<file path="src/rtl/pipeline_stall_sequencer.sv">
// Stall/flush sequencer: turns hazard requests into PC, IF/ID, ID/EX and EX/MEM controls.
// Ports: Clk/Rst_n, hazard requests in, register controls + seq_state out; STALL_STATS_EN adds counters.
module pipeline_stall_sequencer #(
  parameter int MULDIV_LAT     = 32,
  parameter int BRANCH_PENALTY = 1,
  parameter int CNT_W          = 6
) (
  input  logic        Clk,
  input  logic        Rst_n,
  input  logic        load_use_haz,
  input  logic        branch_taken,
  input  logic        muldiv_start,
  input  logic        muldiv_done,
  input  logic        dmem_busy,
  output logic        PC_write,
  output logic        IFID_write,
  output logic        IFID_flush,
  output logic        IDEX_bubble,
  output logic        IDEX_hold,
  output logic        pipe_freeze,
  output logic [1:0]  seq_state,
  output logic [31:0] stall_cycles,
  output logic [31:0] flush_count
);

  typedef enum logic [1:0] {
    RUN     = 2'd0,
    MD_WAIT = 2'd1,
    FLUSH   = 2'd2
  } state_t;

  localparam logic [CNT_W-1:0] MD_LOAD = CNT_W'(MULDIV_LAT - 1);
  localparam logic [CNT_W-1:0] BR_LOAD =
    (BRANCH_PENALTY > 1) ? CNT_W'(BRANCH_PENALTY - 2) : '0;
  localparam logic [CNT_W-1:0] ONE = CNT_W'(1);

  state_t           state_q, state_d;
  logic [CNT_W-1:0] cnt_q, cnt_d;

  logic pc_w, ifid_w, flush, bub, hold, frz, br_acc;

  always_ff @(posedge Clk or negedge Rst_n) begin
    if (!Rst_n) begin
      state_q <= RUN;
      cnt_q   <= '0;
    end else begin
      state_q <= state_d;
      cnt_q   <= cnt_d;
    end
  end

  always_comb begin
    state_d = state_q;
    cnt_d   = cnt_q;
    pc_w    = 1'b0;
    ifid_w  = 1'b0;
    flush   = 1'b0;
    bub     = 1'b0;
    hold    = 1'b0;
    frz     = 1'b0;
    br_acc  = 1'b0;
    if (dmem_busy) begin
      // memory wait freezes everything, sequence included
      hold = 1'b1;
      frz  = 1'b1;
    end else begin
      unique case (state_q)
        RUN: begin
          pc_w   = 1'b1;
          ifid_w = 1'b1;
          if (muldiv_start) begin
            pc_w    = 1'b0;
            ifid_w  = 1'b0;
            cnt_d   = MD_LOAD;
            state_d = MD_WAIT;
          end else if (load_use_haz) begin
            // branch is re-presented after the stall
            pc_w   = 1'b0;
            ifid_w = 1'b0;
            bub    = 1'b1;
          end else if (branch_taken) begin
            flush  = 1'b1;
            br_acc = 1'b1;
            if (BRANCH_PENALTY > 1) begin
              cnt_d   = BR_LOAD;
              state_d = FLUSH;
            end
          end
        end
        MD_WAIT: begin
          hold = 1'b1;
          // start cycle counts toward the latency, so leave at 1
          if (muldiv_done || cnt_q <= ONE) begin
            cnt_d   = '0;
            state_d = RUN;
          end else begin
            cnt_d = cnt_q - ONE;
          end
        end
        FLUSH: begin
          pc_w   = 1'b1;
          ifid_w = 1'b1;
          flush  = 1'b1;
          if (cnt_q == '0) begin
            state_d = RUN;
          end else begin
            cnt_d = cnt_q - ONE;
          end
        end
        default: begin
          state_d = RUN;
          cnt_d   = '0;
        end
      endcase
    end
  end

  assign PC_write    = Rst_n & pc_w;
  assign IFID_write  = Rst_n & ifid_w;
  assign IFID_flush  = Rst_n & flush;
  assign IDEX_bubble = Rst_n & bub;
  assign IDEX_hold   = Rst_n & hold;
  assign pipe_freeze = Rst_n & frz;
  assign seq_state   = state_q;

`ifdef STALL_STATS_EN
  logic [31:0] stall_q, fcnt_q;

  always_ff @(posedge Clk or negedge Rst_n) begin
    if (!Rst_n) begin
      stall_q <= '0;
      fcnt_q  <= '0;
    end else begin
      if (!pc_w) stall_q <= stall_q + 32'd1;
      if (br_acc) fcnt_q <= fcnt_q + 32'd1;
    end
  end

  assign stall_cycles = stall_q;
  assign flush_count  = fcnt_q;
`else
  assign stall_cycles = '0;
  assign flush_count  = '0;
`endif

endmodule

</file>
<file path="config.mk">
export PLATFORM = sky130hd
export DESIGN_NAME = pipeline_stall_sequencer
export DESIGN_NICKNAME = d
export VERILOG_FILES = /design/src/rtl/pipeline_stall_sequencer.sv
export SDC_FILE = /design/constraint.sdc
export NUM_CORES = 1
export LEC_CHECK = 0
export ABC_AREA = 1
export CORE_ASPECT_RATIO = 0.5
export CORE_MARGIN = 2
export CORE_UTILIZATION = 30
export CTS_BUF_LIST = sky130_fd_sc_hd__clkbuf_8 sky130_fd_sc_hd__clkbuf_16
export CTS_CLUSTER_DIAMETER = 100
export DETAILED_ROUTE_END_ITERATION = 12
export GPL_TIMING_DRIVEN = 0
export HOLD_SLACK_MARGIN = 0.02
export PLACE_DENSITY = 0.89
export RECOVER_POWER = 25
export SLEW_MARGIN = 10
export SYNTH_ARGS = -nofsm -noshare
export SYNTH_HDL_FRONTEND = slang
export SYNTH_SLANG_ARGS = --single-unit
</file>
<file path="constraint.sdc">
create_clock -name Clk -period 1.15 [get_ports Clk]
set_clock_uncertainty 0.05 [all_clocks]
set_input_delay 0.1725 -clock Clk [delete_from_list [all_inputs] [get_ports Clk]]
set_output_delay 0.1725 -clock Clk [all_outputs]
set_load 0.01 [all_outputs]
</file>
; ---- Word-level counts from Yosys, hierarchy flattened
; Cells that the tools add are included.
[totals]
elab_cells = 45
out_inout_bits = 72
in_bits = 7
ff_bits = 8
[classes]
muxes = 24
n_reduce_logical = 5
order_cmp = 1
addsub = 1
bitwise_logic = 6
n_eq_ne = 6
[ops]
columns = operator, count
row1 = $mux 6, 3
row2 = $pmux 6 s3, 1
row3 = $mux 1, 14
row4 = $ne 2x2->1 const B, 4
row5 = $le 6x1->1 const B, 1
row6 = $logic_not 6->1, 1
row7 = $mux 2, 3
row8 = $pmux 2 s3, 1
row9 = $sub 6x1->6 const B, 1
row10 = $and 1x1->1, 5
row11 = $pmux 1 s2, 2
row12 = $reduce_and 4->1, 1
row13 = $reduce_and 3->1, 1
row14 = $eq 2x1->1 const B, 1
row15 = $eq 2x2->1 const B, 1
row16 = $logic_not 2->1, 1
row17 = $logic_or 1x1->1, 1
row18 = $not 1->1, 1

; ---- Logic depth before layout (Yosys ltp)
[logic_depth]
depth_word = 6
ltp_mapped = 9
mapped_depth_nobuf = 9

; ---- Worst setup path before layout
; OpenSTA, ideal clock, no wires.
[synth_timing]
kind = reg-to-output
startpoint = register state_q[0], in the netlist seq_state[0]
endpoint = output IFID_flush
required_time_ns = 0.928
stages_incl_launch_ff = 5
setup_slack_ns = -0.144
arrival_time_ns = 1.071
path_buffers = 0
cell_sequence = dfrtp_1 > nor2_1 > nand2_1 > nor3_2 > and2_1
[synth_via]
elab_chain_cells = 4
word_cells_on_any_way = 5
cone_classes = 1 x eq/ne / 2 x mux / 1 x bitwise / 1 x reduce/logical
[synth_rtl]
columns = element, line_no
row1 = "start, declared", 37  ; state_t state_q, state_d;
row2 = "start signal, assigned", 47  ; state_q <= state_d;
row3 = $eq 2x2->1 or $logic_not 2->1 (tied branches), 67  ; unique case (state_q)
row4 = $pmux 1 s2 *, 67
row5 = $mux 1 *, 62  ; if (dmem_busy) begin
row6 = $and 1x1->1 *, 120  ; assign IFID_flush = Rst_n & flush;
row7 = "end, declared", 17  ; output logic IFID_flush,
; Every way passes the cells marked *; elsewhere a longest branch is shown, timed or not.

; ---- Worst setup path after layout
; Same ends and word-level chain as after synthesis.

==> flow_summary.toml <==
[critical_path]
cp.arrival_ps = 1230
critical_path.cell_chain = "nor2_2, nand2_2, nor3_4, and2_4, buf_6"
path_class = "flop to primary output"
cp_slowest_cell = "dfrtp_2"
critPathMaxStageDelay_ps = 410
ff2ff_path_depth = 6
cp-start-kind = "flop"
required_ps = 930
end_kind = "primary output"
cp_max_fo = 3

[route]
wl_per_cell_um = 7.544
route.detailed.drc = 0
dr.pass1.iters = 4
drt_wl_total_um = 2067
viasPerCell = 3.369
vias = 923
drt-initial-drc-count = 17
postRouteAntennaNets = 0

[clock_network]
ctsRootBufferMaster = "clkbuf_8"
cts.sinks = 7
clkTransAtPathRegs_ps = 40
insertion_delay_ps = 220
cts_buffers = 3
cts_tree = "built"
htreeDepth = 1
clockBufferDepth = 2

[grt]
grt_pass1_wl_um = 2794
grt_overflow_total = 0
grt_antenna_before_repair = 0
grt_max_degree = 8
grt_usage_pct = 9.289
grt_pass1_vias = 698

[sta]
fin_crit_ps = 1448
layout_setup_ws_ps = -297.5
period_share_pct = 125.9
rsz0062_at_grt = "yes"
finalHoldViolCount = 0
max_freq_mhz = 690.8
drv_slew = 0
setup_viol = 13

[cells_and_area]
syn2layout_area_growth_pct = 58.50
fin_cells = 274
drive_gt1_share_pct = 46.58
num-nets-final = 244
fin_util_pct = 51.46
n_antenna_cell = 0
fillerInstances = 285

[flow_run]
max-cap-violations = 0

[pwr]
ir_worst_vdd_v = 0.0005353
switching_power_uw = 848.7
power_uw = 1966
p_clk_share_pct = 16.3
powerDensity_mw_per_mm2 = 1239
p_leak_uw = 0.0009977
power.internal_uw = 1117
comb_power_share_pct = 59.7
switching_share_pct = 43.17
seqPwrFrac_pct = 24.0

[logic_synthesis]
synth_top_cell_by_area = "buf_4"
syn_area_per_cell_um2 = 6.856
ys_seq_area_share_pct = 17.50
syn_inst = 146
synth_top_area_share_pct = 49.50
synth_area_leaders = "buf_4 (50%), dfrtp_1 (18%), nand2_1 (10%)"
synth_seq_cells = 7
netlist_area_mm2 = 0.001001
synth_warnings = 0
synth_cell_types = 17

[min_path]
holdCritPathClass = "input port to async pin"

[placed_design]
hpwlAfterDp_um = 1712
numPortBuffers = 13
dp_cells = 263
place.gp.congestion = 0.7619

[run_status]
violations = "setup timing"
status = "finished, violations left"

[floorplanning]
ios = 79
rows = 14
core_mm2 = 0.003083
dieArea_mm2 = 0.003843
start_util_pct = 32.47
die_y_um = 44.85
die_w_um = 85.69
## repair_timing
action / CTS / global route
cloned: 0 / 0
hold endpoints to repair: 7 / 0
hold buffers: 1 / 0
pin swaps: 6 / 3
setup endpoints to repair: 14 / 13
buffers inserted: 4 / 2
gates resized for setup: 38 / 16
## layout make-up
cell class	count	area, µm²	share of cell area [%]
clock inverter	1	3.754	0.2366
buffer	66	495.5	31.23
timing repair buffer	20	173.9	10.96
sequential	7	176.4	11.12
tap	40	50.05	3.155
inverter	15	61.31	3.864
multi-input combinational	122	584.3	36.83
clock buffer	3	41.29	2.603
## sequential cells by signal (all words and copies together), names as in the netlist
register	cells
seq_state	1
cnt_q	6
## final timing paths
| check | from | endpoint | slack, ps |
|---|---|---|---|
| setup / recovery | seq_state[0] | IFID_flush | -300 |
| max in group asynchronous | Rst_n | seq_state[0] | 450 |
| hold reg to reg | cnt_q[5] | cnt_q[5] | 490 |
| min in group Clk | muldiv_start | seq_state[0] | 380 |
| setup reg to reg | seq_state[0] | cnt_q[0] | -210 |
| hold / removal | Rst_n | cnt_q[0] | 350 |
## worst max-delay path, delay by kind of cell, from the launching register on
| family | cells | cell delay (ps) |
|---|---|---|
| DFF | 1 | 410 |
| and+or+nand+nor | 4 | 510 |
| buffers and inverters | 1 | 90 |
## layout by cell type, fill, tap and decap left out, types with 2 or more instances in the layout
cell and instances:
clkdlybuf4s50_1 3, nand3_1 4, clkbuf_8 3, dfrtp_1 6, buf_2 3, ha_4 2
inv_1 9, inv_4 2, buf_6 4, a21oi_1 3, conb_1 65, dlygate4sd2_1 2
buf_4 72, nand2_2 3, nor2_1 7, inv_2 5, nand2_1 23, nor2_2 6
## cell families (layout without fill, tap and decap cells)
kind of cell    Yosys count  after routing  synth area share, %
compound gates            6              6                3.375
fa+ha+maj                 2              2                2.500
buf+inv                  81            105                55.13
flops                     7              7                17.50
other cells               1             65               0.3746
simple gates             49             49                21.13
## cells in the mapped netlist (all sizes together)
cell type,n
nand4,1
inv,15
o21ai,2
and2,1
nand2,27
buf,66
nor2,14
nor3,1
conb,1
dfrtp,7
nand3,5
ha,2
a21oi,4
## layer usage
layer / routed length (µm) / track usage (%) / share of wire (%)
met1: 751 / 9.476 / 36
met2: 1077 / 17.81 / 52
met3: 205 / 2.377 / 9.9
met4: 32 / 5.714 / 1.5
met5: 0 / 0 / 0
## power groups by stage
stage               Sequential, µW  Clock, µW  Combinational (µW)
finish                         473        320                1170
global placement               460          0                 890
global route                   485        347                1290
detailed placement             469          0                 942
CTS                            454        326                1010
floorplan                      449          0                 755
## per-stage QoR
stage	TNS (ps)	setup WS, ps	hold slack (ps)	instance area (µm²)
after detailed placement	-6393	-1029	438.0	1446
final	-2343	-297.5	347.6	1587
after CTS	-1687	-332.5	348.7	1513
after floorplan	-228.4	-82.06	-173.1	1266
after global placement	-6110	-1008	433.9	1446
after global routing	-3159	-362.6	369.9	1587
(Power assumes the default switching activity.)
